<file path="src/rtl/cpu_pkg.sv">
// Types and constants shared by the front-end pipeline stages.
// The IF/ID record defined here is also consumed by decode_stage.
package cpu_pkg;

    localparam logic [31:0] NOP = 32'hD503201F;

    typedef enum logic {
        FETCH = 1'b0,
        DRAIN = 1'b1
    } fetch_state_t;

    typedef struct packed {
        logic        valid;
        logic [31:0] instr;
        logic [63:0] pc;
        logic [63:0] pc_plus4;
    } if_id_t;

endpackage

</file>
<file path="src/rtl/if_skid_buffer.sv">
// One-entry holding register that catches the instruction which completes
// while decode is stalled and IF/ID is already occupied.
module if_skid_buffer
    import cpu_pkg::*;
(
    input  logic   clk,
    input  logic   rst_n,
    input  logic   load_i,
    input  logic   unload_i,
    input  logic   clear_i,
    input  if_id_t data_i,
    output if_id_t data_o,
    output logic   full_o
);

    logic   full_q;
    if_id_t data_q;

    // NOTE: sequential state uses non-blocking (<=) so every register samples pre-edge values.
    always_ff @(posedge clk or negedge rst_n) begin
        if (!rst_n) begin
            full_q <= 1'b0;
        end else if (clear_i || unload_i) begin
            full_q <= 1'b0;
        end else if (load_i) begin
            full_q <= 1'b1;
        end
    end

    // NOTE: only the occupancy flag is reset; the payload is ignored while empty.
    always_ff @(posedge clk) begin
        if (load_i) begin
            data_q <= data_i;
        end
    end

    assign data_o = data_q;
    assign full_o = full_q;

endmodule

</file>
<file path="src/rtl/fetch_stage.sv">
// Instruction-fetch stage: owns the PC, issues imem requests, absorbs decode
// stalls through a one-entry skid and applies downstream redirects/flushes.
module fetch_stage
    import cpu_pkg::*;
#(
    parameter logic [63:0] RESET_PC  = 64'h0,
    parameter logic [31:0] NOP_INSTR = NOP
) (
    input  logic        clk,
    input  logic        rst,
    output logic [63:0] imem_addr,
    output logic        imem_req,
    input  logic        imem_ready,
    input  logic [31:0] imem_rdata,
    input  logic        id_stall,
    input  logic        redirect,
    input  logic [63:0] redirect_pc,
    output logic        if_id_valid,
    output logic [31:0] if_id_instr,
    output logic [63:0] if_id_pc,
    output logic [63:0] if_id_pc_plus4
);

    fetch_state_t state_q, state_d;
    logic [63:0]  pc_q, pc_d;
    logic [63:0]  pend_q, pend_d;
    if_id_t       if_id_q, if_id_d;

    logic [63:0]  pc_plus4;
    logic [63:0]  target;
    if_id_t       fetched;
    if_id_t       skid_data;
    logic         skid_full;
    logic         skid_load;
    logic         skid_unload;
    logic         skid_clear;
    logic         handshake;
    logic         if_id_accept;

    assign pc_plus4     = pc_q + 64'd4;
    assign target       = redirect_pc & ~64'h3;
    assign imem_addr    = pc_q;
    assign imem_req     = rst & ~skid_full;
    assign handshake    = imem_req & imem_ready;
    assign if_id_accept = ~id_stall | ~if_id_q.valid;
    assign fetched      = '{valid: 1'b1, instr: imem_rdata, pc: pc_q, pc_plus4: pc_plus4};

    if_skid_buffer u_skid (
        .clk      (clk),
        .rst_n    (rst),
        .load_i   (skid_load),
        .unload_i (skid_unload),
        .clear_i  (skid_clear),
        .data_i   (fetched),
        .data_o   (skid_data),
        .full_o   (skid_full)
    );

    always_comb begin
        // NOTE: every output of this block gets a default first, so no latch can be inferred.
        state_d     = state_q;
        pc_d        = pc_q;
        pend_d      = pend_q;
        if_id_d     = if_id_q;
        skid_load   = 1'b0;
        skid_unload = 1'b0;
        skid_clear  = 1'b0;

        if (redirect) begin
            if_id_d.valid = 1'b0;
            if_id_d.instr = NOP_INSTR;
            skid_clear    = 1'b1;
            unique case (state_q)
                FETCH: begin
                    // An unaccepted request must keep its address, so park the target.
                    if (imem_req && !imem_ready) begin
                        state_d = DRAIN;
                        pend_d  = target;
                    end else begin
                        pc_d = target;
                    end
                end
                DRAIN: begin
                    if (handshake) begin
                        state_d = FETCH;
                        pc_d    = target;
                    end else begin
                        pend_d = target;
                    end
                end
            endcase
        end else begin
            // Decode consumed the current entry; it becomes a bubble unless refilled.
            if (!id_stall) begin
                if_id_d.valid = 1'b0;
                if_id_d.instr = NOP_INSTR;
            end
            unique case (state_q)
                FETCH: begin
                    if (skid_full) begin
                        if (!id_stall) begin
                            if_id_d     = skid_data;
                            skid_unload = 1'b1;
                        end
                    end else if (handshake) begin
                        pc_d = pc_plus4;
                        if (if_id_accept) begin
                            if_id_d = fetched;
                        end else begin
                            skid_load = 1'b1;
                        end
                    end
                end
                DRAIN: begin
                    if (handshake) begin
                        state_d = FETCH;
                        pc_d    = pend_q;
                    end
                end
            endcase
        end
    end

    always_ff @(posedge clk or negedge rst) begin
        if (!rst) begin
            state_q <= FETCH;
            pc_q    <= RESET_PC;
            pend_q  <= 64'h0;
            if_id_q <= '{valid: 1'b0, instr: NOP_INSTR, pc: 64'h0, pc_plus4: 64'h0};
        end else begin
            state_q <= state_d;
            pc_q    <= pc_d;
            pend_q  <= pend_d;
            if_id_q <= if_id_d;
        end
    end

    assign if_id_valid    = if_id_q.valid;
    assign if_id_instr    = if_id_q.instr;
    assign if_id_pc       = if_id_q.pc;
    assign if_id_pc_plus4 = if_id_q.pc_plus4;

endmodule

</file>
<file path="config.mk">
export PLATFORM = sky130hd
export DESIGN_NAME = fetch_stage
export DESIGN_NICKNAME = d
export VERILOG_FILES = /design/src/rtl/cpu_pkg.sv /design/src/rtl/if_skid_buffer.sv /design/src/rtl/fetch_stage.sv
export SDC_FILE = /design/constraint.sdc
export NUM_CORES = 1
export LEC_CHECK = 0
export ABC_CLOCK_PERIOD_IN_PS = 11300
export BUFFER_PORTS_ARGS = -buffer_cell sky130_fd_sc_hd__buf_2
export CAP_MARGIN = 5
export CORE_MARGIN = 5
export CORE_UTILIZATION = 51
export CTS_CLUSTER_DIAMETER = 30
export DETAILED_ROUTE_END_ITERATION = 16
export PLACE_DENSITY = 0.82
export SYNTH_ARGS = -nofsm -noshare
export SYNTH_HDL_FRONTEND = slang
export SYNTH_SLANG_ARGS = --single-unit
</file>
<file path="constraint.sdc">
create_clock -name clk -period 11.3 [get_ports clk]
set_input_delay 2.26 -clock clk [delete_from_list [all_inputs] [get_ports clk]]
set_output_delay 2.26 -clock clk [all_outputs]
set_load 0.01 [all_outputs]
</file>
==> run summary, run 1 <==
Number of port buffers = 322
Min-Delay Path Depth = 2
Leading cell types in the layout, fill and taps excluded = sky130_fd_sc_hd__buf_2, sky130_fd_sc_hd__dfrtp_1, sky130_fd_sc_hd__edfxtp_1
Unique masters post-synth = 74
Result of the run = completed
Critical path capture point type = register
Die Width = 203 um
Post-synthesis sequential area ratio = 62.2%
Share of synthesized registers carrying an async set or reset = 64.5%
Register-to-register setup slack = 7.36 ns
Total detailed-routing wirelength = 59000 um
Post-route ant nets = 0
Hold Vio Cnt, Final = 0
Post-route DRC violation count = 0
Category of the most critical setup path = in -> reg
Clk buf depth = 3
Slew margin rel. = 17.8%
Die extent in y = 203 um
H-tree level count = 3
Portion of synthesized cell area occupied by the leading cell type = 35.7%
Clock Tree Root = sky130_fd_sc_hd__clkbuf_16
Finish-stage setup viols = 0
Slew at the pin closest to its max-slew limit = 1.23 ns
CTS sink cnt = 440
Register-to-Register Path Depth = 6
HP Start = if_id_pc[59]
Portion of total power attributed to the clock network = 48.5%
Peak supply drop = 164 uV
Number of antenna violations at the first check in global routing = 13
Power dissipated by switching net loads = 1.55 mW
Comb pwr share = 13.7%
Number of synthesized flops with an enable pin = 156
Overall via count from detail_route = 15.2k
Clock-pin slew of the registers on the worst-case setup and hold paths = 0.04 ns
Wire length of the first global-routing pass = 91300 um
Mapped Area = 19000 um2
Setup repair after global routing missed its margin = no
Post-Route Skew = 0.0258 ns
Synth area leader = sky130_fd_sc_hd__dfrtp_1
Number of slew-limit violations in the final report = 0
Sw Ratio = 27.7%
Initial Util = 51.7%
Fraction of layout instances using a drive strength above 1 = 30.1%
Detailed-routing iteration count for the pre-antenna-repair pass = 6
Leakage = 10.2 nW
Final period util = 51.5%
Power per Cell Area = 233 nW/um2
Type of origin of the critical path = input port
Data arrival time at the worst-slack endpoint = 6.30 ns
Post-layout instance count excluding filler cells = 2470
Num ports = 327
Synth Area per Inst = 11.7 um2
WHS Endpoint = if_id_pc[59]
Req. time, crit path = 11.78 ns
Number of cells upsized or downsized after cts = 0
Standard-cell rows = 70
Total clock buffers created by CTS = 94
Average vias per placed instance = 6.16
Cells after DPL = 2290
Count of synthesis-stage warnings from yosys = 0
Final estimated routing congestion in global placement = 0.832
Pin count of the biggest net entering global routing = 125
Number of cells produced by synthesis = 1616
Shortest period the worst path allows = 5.82 ns
Global-route congestion overflow total = 0
Top post-synthesis cells by area = sky130_fd_sc_hd__dfrtp_1, sky130_fd_sc_hd__edfxtp_1, sky130_fd_sc_hd__a22oi_1
Capturing point of the worst reg2reg path = if_id_pc_plus4[45]
Min-delay worst type = reg -> reg
Start of the worst register-to-register path = u_skid.full_o
Flip-flop cell with the highest count after synthesis = sky130_fd_sc_hd__dfrtp_1
Core region area = 36700 um2
Sequential share of power = 37.8%
Number of global-route vias before repair = 15.5k
Final-stage net count = 2020
Setup repair bufs after CTS = 0
Setup TNS after final layout = 0 ns
Per-cell routed wire length = 23.9 um
GR Util All Layers = 28.1%
Initial detailed-routing violation count = 1524
Commonest non-fill, non-tap cell in the layout = sky130_fd_sc_hd__buf_2
Crit-path max FO = 91
Signed area change from the synthesized netlist to the final layout = 26.4%
CTS tree = built
Count of max-cap constraint violations = 0
Flop and latch count out of synthesis = 440
Internal power = 4.04 mW
Clock latency on the worst-skew pair = 0.60 ns
Die area = 41200 um2
Post-cts hold buffer count = 0
Worst hold slack across all endpoints = 0.471 ns
Timing-limited maximum frequency = 0.172 GHz
Detailed Place HPWL = 35800 um
==> power groups by stage <==
stage / Clock [mW] / Combinational (mW) / Sequential (mW)
floorplan: 0 / 0.400 / 2.11
global placement: 0 / 0.731 / 2.11
detailed placement: 0 / 0.758 / 2.12
CTS: 2.74 / 0.769 / 2.11
global route: 2.83 / 0.832 / 2.14
finish: 2.71 / 0.766 / 2.11
==> sequential cells by signal (all words and copies together), names as in the netlist <==
name            cells
if_id_instr        32
if_id_pc           63
if_id_pc_plus4     62
pend_q             62
if_id_valid         1
state_q             1
imem_addr          62
u_skid.full_o       1
u_skid.data_o     156
==> Yosys cell counts, types with 8 or more instances <==
cell / count
sky130_fd_sc_hd__nand3_1: 30
sky130_fd_sc_hd__nand4_1: 19
sky130_fd_sc_hd__and3_1: 48
sky130_fd_sc_hd__mux2i_1: 14
sky130_fd_sc_hd__dfstp_2: 13
sky130_fd_sc_hd__buf_1: 19
sky130_fd_sc_hd__clkbuf_1: 96
sky130_fd_sc_hd__xor2_1: 31
sky130_fd_sc_hd__mux2_2: 61
sky130_fd_sc_hd__o22ai_1: 39
sky130_fd_sc_hd__a21oi_1: 75
sky130_fd_sc_hd__nor4_1: 8
sky130_fd_sc_hd__buf_2: 8
sky130_fd_sc_hd__nand2_1: 153
sky130_fd_sc_hd__edfxtp_1: 156
sky130_fd_sc_hd__nor2_1: 104
sky130_fd_sc_hd__xnor2_1: 26
sky130_fd_sc_hd__nor3_1: 18
sky130_fd_sc_hd__a221o_1: 46
sky130_fd_sc_hd__dfrtp_1: 271
sky130_fd_sc_hd__o21a_1: 10
sky130_fd_sc_hd__a22oi_1: 105
sky130_fd_sc_hd__a221oi_1: 10
sky130_fd_sc_hd__o21ai_0: 135
sky130_fd_sc_hd__inv_1: 15
==> through the flow <==
stage          power, mW  instance area [um2]  setup slack (ns)  utilization (%)
3_5_place_dp        2.88                20800              4.86             56.7
6_report            5.59                24000              5.48             65.3
3_3_place_gp        2.84                20800              4.98             56.7
2_1_floorplan       2.51                19000              1.83                -
4_1_cts             5.61                24000              5.47             65.3
5_1_grt             5.80                24000              5.19             65.3
==> cell families (layout without fill, tap and decap cells) <==
kind of cell,Yosys count,count (layout),share of synthesized area (%)
fa+ha+maj,1,1,0.0659
mux,75,75,4.36
compound gates,459,459,16.0
xor+xnor,58,58,2.72
other cells,1,8,0.0198
simple gates,431,431,11.3
flops,440,440,62.2
buf+inv,151,530,3.38
==> worst max-delay path, stage by stage <==
cell and delay [ns]:
sky130_fd_sc_hd__buf_8 0.49, sky130_fd_sc_hd__nor2b_1 0.36, sky130_fd_sc_hd__nand2_1 0.24, sky130_fd_sc_hd__a21oi_4 0.72, sky130_fd_sc_hd__buf_4 0.86, sky130_fd_sc_hd__nand2_1 0.80, sky130_fd_sc_hd__o22ai_1 0.45
==> final cells by class <==
cell class / instances / area (um2)
fillers: 2674 / 12700
inverters: 15 / 56.3
flip-flops and latches: 440 / 11800
clock inverters: 46 / 522
diodes: 6 / 15.0
repair buffers: 341 / 1760
clock buffers: 128 / 2640
well taps: 468 / 586
multi-input cells: 1026 / 6590
==> worst max path at each step <==
stage / end / start / slack (ns)
finish: if_id_pc_plus4[45] / rst / 5.48
global route: if_id_pc_plus4[30] / rst / 5.19
CTS: if_id_pc_plus4[61] / rst / 5.47
detailed placement: if_id_pc_plus4[60] / rst / 4.86
global placement: if_id_pc_plus4[55] / rst / 4.98
floorplan: u_skid.data_o[100] / redirect / 1.83
==> routing by layer <==
layer	share of wire, %	wire length, um	track usage, %
met5	0.17	102	0
met3	9.5	5590	7.83
met4	3.7	2170	12.4
met2	48	28500	44.9
met1	38	22600	36.3
(Power assumes the default switching activity.)
==> run 2: changes to the inputs <==
--- a/config.mk
+++ b/config.mk
@@ -5,7 +5,8 @@
 export SDC_FILE = /design/constraint.sdc
 export NUM_CORES = 1
 export LEC_CHECK = 0
-export ABC_CLOCK_PERIOD_IN_PS = 11300
+export ABC_AREA = 1
+export ABC_CLOCK_PERIOD_IN_PS = 5000
 export BUFFER_PORTS_ARGS = -buffer_cell sky130_fd_sc_hd__buf_2
 export CAP_MARGIN = 5
 export CORE_MARGIN = 5
==> constraint.sdc (replaced) <==
create_clock -name clk -period 5 [get_ports clk]
set_input_delay 1 -clock clk [delete_from_list [all_inputs] [get_ports clk]]
set_output_delay 1 -clock clk [all_outputs]
set_load 0.01 [all_outputs]
==> run 2 against run 1 <==
  * Setup slack lost 4.3 ns
  * Sequential power rose by 120%
  * Sequential cell count stayed put
  * Sequential share of layout area down 2.4 points
  * Highest routed layer unchanged
  * Clock skew shrank 0.0039 ns
  * Synthesized cell count rose by 39%
  * Largest cell class unchanged
  * Non-clock buffer count rose by 1
  * Critical endpoint is now if_id_pc_plus4[42]
==> run summary, run 2 <==
Post-cts hold buffer count = 0 (unchanged)
Detailed-routing iteration count for the pre-antenna-repair pass = 8 (+2)
Signed area change from the synthesized netlist to the final layout = 25.4%
Initial Util = 51.7% (about the same)
CTS tree = built
Setup TNS after final layout = 0 ns (unchanged)
Core region area = 38800 um2 (+5.8%)
Power per Cell Area = 506 nW/um2 (+120%)
Total clock buffers created by CTS = 89 (-5.3%)
GR Util All Layers = 29.9% (+1.7 points)
Leakage = 11.8 nW (+16%)
Max reg flops = 156 (unchanged)
Setup repair bufs after CTS = 0 (unchanged)
Final-stage net count = 2664 (+32%)
Start point of the critical path = id_stall
H-tree level count = 3 (unchanged)
Most used standard cell by instance count after synthesis = sky130_fd_sc_hd__nand2_1
Peak supply drop = 338 uV (+110%)
Average vias per placed instance = 5.74 (-6.9%)
Per-cell routed wire length = 21.2 um (-11%)
Register-to-Register Path Depth = 7 (+1)
Finish-stage setup viols = 0 (unchanged)
Hold Vio Cnt, Final = 0 (unchanged)
Number of global-route vias before repair = 18.0k (+16%)
Clock Tree Root = sky130_fd_sc_hd__clkbuf_16
Pin count of the biggest net entering global routing = 167 (+34%)
Detailed Place HPWL = 42500 um (+19%)
Commonest non-fill, non-tap cell in the layout = sky130_fd_sc_hd__nand2_1
Unique masters post-synth = 37 (-50%)
Final estimated routing congestion in global placement = 0.959 (+15%)
Initial detailed-routing violation count = 1939 (+27%)
Destination of the critical timing path = if_id_pc_plus4[42]
Synth area leader = sky130_fd_sc_hd__dfrtp_1
Start of the worst register-to-register path = state_q
Number of cells upsized or downsized after cts = 0 (unchanged)
Most numerous cell types in the synthesized netlist = sky130_fd_sc_hd__nand2_1, sky130_fd_sc_hd__dfrtp_1, sky130_fd_sc_hd__a21oi_1
Req. time, crit path = 5.47 ns (-6.31 ns)
Category of the most critical setup path = in -> reg
Standard-cell rows = 72 (+2.9%)
Final period util = 75.9%
Num ports = 327 (unchanged)
Setup repair after global routing missed its margin = no
Result of the run = completed
Number of antenna violations at the first check in global routing = 8 (-5)
Min-delay worst type = in -> async
Number of slew-limit violations in the final report = 0 (unchanged)
Clock latency on the worst-skew pair = 0.61 ns (about the same)
Wire length of the first global-routing pass = 103000 um (+13%)
Crit-path max FO = 41 (-55%)
Number of synthesized flops with an enable pin = 156 (unchanged)
Top post-synthesis cells by area = sky130_fd_sc_hd__dfrtp_1, sky130_fd_sc_hd__edfxtp_1, sky130_fd_sc_hd__nand2_1
Post-synthesis sequential area ratio = 58.8% (-3.4 points)
Slew margin rel. = 23.2% (+5.5 points)
Leading cell types in the layout, fill and taps excluded = sky130_fd_sc_hd__nand2_1, sky130_fd_sc_hd__buf_2, sky130_fd_sc_hd__dfrtp_1
Die area = 43500 um2 (+5.6%)
Post-route DRC violation count = 0 (unchanged)
Type of origin of the critical path = input port
Die extent in y = 208 um (+2.8%)
Die Width = 208 um (+2.8%)
Fraction of layout instances using a drive strength above 1 = 21.2% (-8.9 points)
Number of cells produced by synthesis = 2253 (+39%)
Timing-limited maximum frequency = 0.263 GHz
Mapped Area = 20100 um2 (+5.9%)
Capturing point of the worst reg2reg path = if_id_instr[16]
Count of max-cap constraint violations = 0 (unchanged)
Register-to-register setup slack = 1.36 ns (-6.00 ns)
CTS sink cnt = 440 (unchanged)
Slew at the pin closest to its max-slew limit = 1.15 ns (-0.0821 ns)
Global-route congestion overflow total = 0 (unchanged)
Flop and latch count out of synthesis = 440 (unchanged)
Data arrival time at the worst-slack endpoint = 4.26 ns (-2.04 ns)
Portion of synthesized cell area occupied by the leading cell type = 33.8% (-2.0 points)
Clk buf depth = 3 (unchanged)
Clock-pin slew of the registers on the worst-case setup and hold paths = 0.05 ns (about the same)
Share of synthesized registers carrying an async set or reset = 64.5% (unchanged)
Post-route ant nets = 0 (unchanged)
Total detailed-routing wirelength = 66800 um (+13%)
Number of port buffers = 322 (unchanged)
Shortest period the worst path allows = 3.80 ns
Flip-flop cell with the highest count after synthesis = sky130_fd_sc_hd__dfrtp_1
Synth Area per Inst = 8.92 um2 (-24%)
Post-layout instance count excluding filler cells = 3157 (+28%)
Overall via count from detail_route = 18.1k (+19%)
Post-Route Skew = 0.0218 ns (-0.00393 ns)
Critical path capture point type = register
Count of synthesis-stage warnings from yosys = 0 (unchanged)
Cells after DPL = 2989 (+31%)
Final-layout fill cell count = 3036 (+14%)
Overall Power = 12.7 mW (+130%)
Final core utilization = 64.9% (-0.47 points)
## run 2: changes by cell type after synthesis, sizes merged, moves of 48 or more
cell,delta
nand2,+631
inv,+119
a21oi,+106
a22oi,-88
nor2,+59
and3,-49
o21ai,+48
## run 2: kinds of logic after synthesis
logic type / share of synthesized area (%)
compound gates: 12.9
xor+xnor: 1.26
fa+ha+maj: 0.0623
buf+inv: 5.32
flops: 58.8
mux: 0.841
other cells: 0.0187
simple gates: 20.8
## run 2: stage by stage
| step | setup slack, ns | instance area, um2 | hold WS, ns |
|---|---|---|---|
| 5_1_grt | 0.974 | 25200 | 0.370 |
| 6_report | 1.20 | 25200 | 0.332 |
| 2_1_floorplan | -0.419 | 20100 | 0.453 |
| 3_5_place_dp | 0.638 | 22100 | 0.460 |
| 4_1_cts | 1.25 | 25200 | 0.344 |
| 3_3_place_gp | 0.746 | 22100 | 0.458 |
## run 2: power by group
part	switching [mW]	leakage [nW]	internal [mW]
registers	0.460	4.96	4.23
logic	1.25	5.32	0.671
clock network	2.03	1.51	4.10
total	3.75	11.8	9.00
## run 2: routing by layer
layer / vias to the layer above / GRT usage [%] / share of wire [%]
met5: - / 0 / 0.084
met4: 10 / 12.8 / 4.3
met3: 199 / 9.47 / 11
met2: 1123 / 45.8 / 46
met1: 8694 / 39.5 / 39
li1: 8087 / - / -
## run 2: critical path: stages
cell and delay [ns]:
sky130_fd_sc_hd__buf_2 0.40, sky130_fd_sc_hd__nand2_1 0.28, sky130_fd_sc_hd__o21ai_4 0.92, sky130_fd_sc_hd__clkinv_2 0.62
sky130_fd_sc_hd__buf_4 0.43, sky130_fd_sc_hd__buf_4 0.37, sky130_fd_sc_hd__a2bb2oi_1 0.20
## run 2: area by class of cell
class | instances | area, um2 | share of cell area (%)
Multi-Input combinational cell | 1555 | 7280 | 28.9
Timing Repair Buffer | 342 | 1810 | 7.19
Tap cell | 518 | 648 | 2.57
Clock buffer | 107 | 2390 | 9.48
Antenna cell | 3 | 7.51 | 0.0298
Sequential cell | 440 | 11800 | 46.9
Inverter | 134 | 517 | 2.05
Clock inverter | 58 | 732 | 2.91
## run 2: worst min path at each step
stage | to | cells past startpoint
after CTS | pend_q[31] | 1
after floorplan | pend_q[19] | 2
after global placement | if_id_pc[30] | 2
after detailed placement | if_id_pc[62] | 2
after global routing | imem_addr[32] | 1
final | if_id_pc[36] | 1
==> run 3: changes to the inputs <==
--- a/config.mk
+++ b/config.mk
@@ -6,14 +6,14 @@
 export NUM_CORES = 1
 export LEC_CHECK = 0
 export ABC_AREA = 1
-export ABC_CLOCK_PERIOD_IN_PS = 5000
+export ABC_CLOCK_PERIOD_IN_PS = 3900
 export BUFFER_PORTS_ARGS = -buffer_cell sky130_fd_sc_hd__buf_2
 export CAP_MARGIN = 5
 export CORE_MARGIN = 5
-export CORE_UTILIZATION = 51
+export CORE_UTILIZATION = 57
 export CTS_CLUSTER_DIAMETER = 30
 export DETAILED_ROUTE_END_ITERATION = 16
-export PLACE_DENSITY = 0.82
+export PLACE_DENSITY = 0.86
 export SYNTH_ARGS = -nofsm -noshare
 export SYNTH_HDL_FRONTEND = slang
 export SYNTH_SLANG_ARGS = --single-unit
==> constraint.sdc (replaced) <==
create_clock -name clk -period 3.9 [get_ports clk]
set_input_delay 0.78 -clock clk [delete_from_list [all_inputs] [get_ports clk]]
set_output_delay 0.78 -clock clk [all_outputs]
set_load 0.01 [all_outputs]
==> run 3 against run 2 <==
  * Clock power is 23% higher
  * Final area is 0.56% lower
  * Non-clock buffer count stayed put
  * Global-route usage is 4.3 points higher
  * Critical path depth stayed put
  * Sequential power is 28% higher
  * Sequential cell count stayed put
  * Wire length is 0.54% higher
  * Highest routed layer unchanged
  * Via count is 0.85% higher
  * Die area is 10% lower
  * Core utilization is 7.5 points higher
  * First-iteration DRC count is 7.4% higher
==> run summary, run 3 (synthesized netlist as in run 2, its figures left out) <==
Commonest non-fill, non-tap cell in the layout = sky130_fd_sc_hd__nand2_1
Per-cell routed wire length = 21.7 um (+2.6%)
Internal power = 11.3 mW (+25%)
Timing-limited maximum frequency = 0.356 GHz
Core region area = 34600 um2 (-11%)
Overall via count from detail_route = 18.3k (+0.85%)
Slew margin rel. = 31.8% (+8.6 points)
Total detailed-routing wirelength = 67200 um (+0.54%)
Detailed-routing iteration count for the pre-antenna-repair pass = 6 (-2)
Highest-delay cell along the critical path = sky130_fd_sc_hd__inv_2
Final-stage net count = 2663 (-0.038%)
Global-route congestion overflow total = 0 (unchanged)
Clk buf depth = 3 (unchanged)
Number of antenna violations at the first check in global routing = 7 (-1)
Final estimated routing congestion in global placement = 0.966 (+0.77%)
Detailed Place HPWL = 41800 um (-1.6%)
Pin count of the biggest net entering global routing = 146 (-13%)
Power per Cell Area = 640 nW/um2 (+26%)
Clock-pin slew of the registers on the worst-case setup and hold paths = 0.05 ns (about the same)
Die extent in y = 198 um (-5.1%)
Start of the worst register-to-register path = state_q
Final Instance Area = 25100 um2 (-0.56%)
CTS sink cnt = 440 (unchanged)
Average vias per placed instance = 5.91 (+2.9%)
Number of port buffers = 322 (unchanged)
Clock latency on the worst-skew pair = 0.61 ns (about the same)
Standard-cell rows = 68 (-5.6%)
Register-to-Register Path Depth = 7 (unchanged)
Req. time, crit path = 4.41 ns (-1.06 ns)
Cells after DPL = 2926 (-2.1%)
Final period util = 72.0%
Wire length of the first global-routing pass = 105000 um (+1.5%)
Post-route ant nets = 0 (unchanged)
Critical path, cell by cell = inv_2 > o21ai_1 > nand2_1 > nand2_4 > inv_2 > o211ai_1 > o21ai_0
H-tree level count = 3 (unchanged)
Post-Route Skew = 0.0224 ns (+0.000562 ns)
Worst hold slack across all endpoints = 0.0453 ns (-0.287 ns)
Result of the run = completed
Setup repair after global routing missed its margin = no
Capturing point of the worst reg2reg path = imem_addr[3]
Type of origin of the critical path = register
Buffer and inverter count on the worst path = 2 (-2)
Comb pwr share = 15.5% (+0.4 points)
Sequential share of power = 37.5% (+0.7 points)
Slew at the pin closest to its max-slew limit = 1.02 ns (-0.129 ns)
Total clock buffers created by CTS = 88 (-1.1%)
Post-cts hold buffer count = 0 (unchanged)
Data arrival time at the worst-slack endpoint = 3.31 ns (-0.95 ns)
Num ports = 327 (unchanged)
Initial Util = 58.0% (+6.3 points)
Post-layout instance count excluding filler cells = 3093 (-2.0%)
Setup repair bufs after CTS = 0 (unchanged)
Number of cells upsized or downsized after cts = 0 (unchanged)
Cell repeated most along the worst path = sky130_fd_sc_hd__inv_2
Signed area change from the synthesized netlist to the final layout = 24.7%
Overall Power = 16.0 mW (+26%)
Category of the most critical setup path = reg -> reg
Finish-stage setup viols = 0 (unchanged)
Leakage = 11.7 nW (-0.34%)
CTS tree = built
Number of slew-limit violations in the final report = 0 (unchanged)
Post-route DRC violation count = 0 (unchanged)
Final-layout fill cell count = 2445 (-19%)
Sw Ratio = 29.8% (+0.39 points)
Setup TNS after final layout = 0 ns (unchanged)
Power dissipated by switching net loads = 4.77 mW (+27%)
Portion of total power attributed to the clock network = 46.9% (-1.2 points)
Hold Vio Cnt, Final = 0 (unchanged)
Register-to-register setup slack = 1.09 ns (-0.27 ns)
Min-delay worst type = in -> async
Peak supply drop = 478 uV (+41%)
Initial detailed-routing violation count = 2082 (+7.4%)
Count of max-cap constraint violations = 0 (unchanged)
Max reg flops = 156 (unchanged)
Clock Tree Root = sky130_fd_sc_hd__clkbuf_16
Number of global-route vias before repair = 18.7k (+4.1%)
Total area of sequential cells = 11800 um2 (unchanged)
Cell family with the largest share of critical-path delay = buffers and inverters
Area after detailed placement = 22000 um2 (-0.13%)
GR Util All Layers = 34.2% (+4.3 points)
Shortest period the worst path allows = 2.81 ns
Multi-input gate area = 7280 um2 (unchanged)
Die Width = 198 um (-5.1%)
Fraction of layout instances using a drive strength above 1 = 20.9% (-0.27 points)
Die area = 39100 um2 (-10%)
Delay of the slowest cell on the worst path = 0.75 ns (-0.17 ns)
Critical path capture point type = register
Leading cell types in the layout, fill and taps excluded = sky130_fd_sc_hd__nand2_1, sky130_fd_sc_hd__buf_2, sky130_fd_sc_hd__dfrtp_1
Crit-path max FO = 36 (-12%)
[run 3: cell types whose count changed in the layout (fill, tap and decap cells not counted), moves of 4 or more]
cell / previous run / this run
sky130_fd_sc_hd__inv_6: 9 / 3
sky130_fd_sc_hd__buf_12: 3 / 7
sky130_fd_sc_hd__buf_4: 18 / 14
sky130_fd_sc_hd__bufinv_16: 13 / 8
sky130_fd_sc_hd__clkinv_1: 2 / 7
[run 3: how the worst max path moves through the flow]
stage               slack (ns)  cells after the start      from               to
floorplan                -1.30                      6       rst    u_skid.full_o
global placement          0.88                      8  id_stall  if_id_instr[26]
detailed placement        0.72                      8  id_stall   if_id_instr[0]
CTS                       1.16                      7   state_q     imem_addr[3]
global route              0.97                      7   state_q     imem_addr[3]
finish                    1.09                      7   state_q     imem_addr[3]
[run 3: layer usage]
metal	vias to the layer above	track usage [%]	share of wire [%]
li1	8073	-	-
met1	8686	45.7	37
met2	1271	52.8	46
met3	225	9.07	12
met4	12	15.6	4.5
met5	-	0	0.12
[run 3: final cells by class]
class	count	share of cell area (%)
Tap cell	455	2.27
Timing Repair Buffer	342	7.43
Antenna cell	1	0.00999
Clock buffer	113	9.74
Inverter	134	2.06
Sequential cell	440	47.1
Multi-Input combinational cell	1555	29.1
Clock inverter	53	2.29
[run 3: power by group through the flow]
stage          clock network (mW)  registers, mW  logic, mW
6_report                     7.52           6.02       2.49
5_1_grt                      7.82           6.07       2.74
4_1_cts                      7.54           5.99       2.47
3_5_place_dp                    0           6.04       2.42
3_3_place_gp                    0           6.02       2.34
2_1_floorplan                   0           6.06       1.21
[run 3: per-stage QoR]
| stage | setup WS (ns) | util [%] |
|---|---|---|
| detailed placement | 0.716 | 63.6 |
| floorplan | -1.30 | - |
| CTS | 1.16 | 72.3 |
| global route | 0.966 | 72.3 |
| global placement | 0.879 | 63.6 |
| finish | 1.09 | 72.3 |
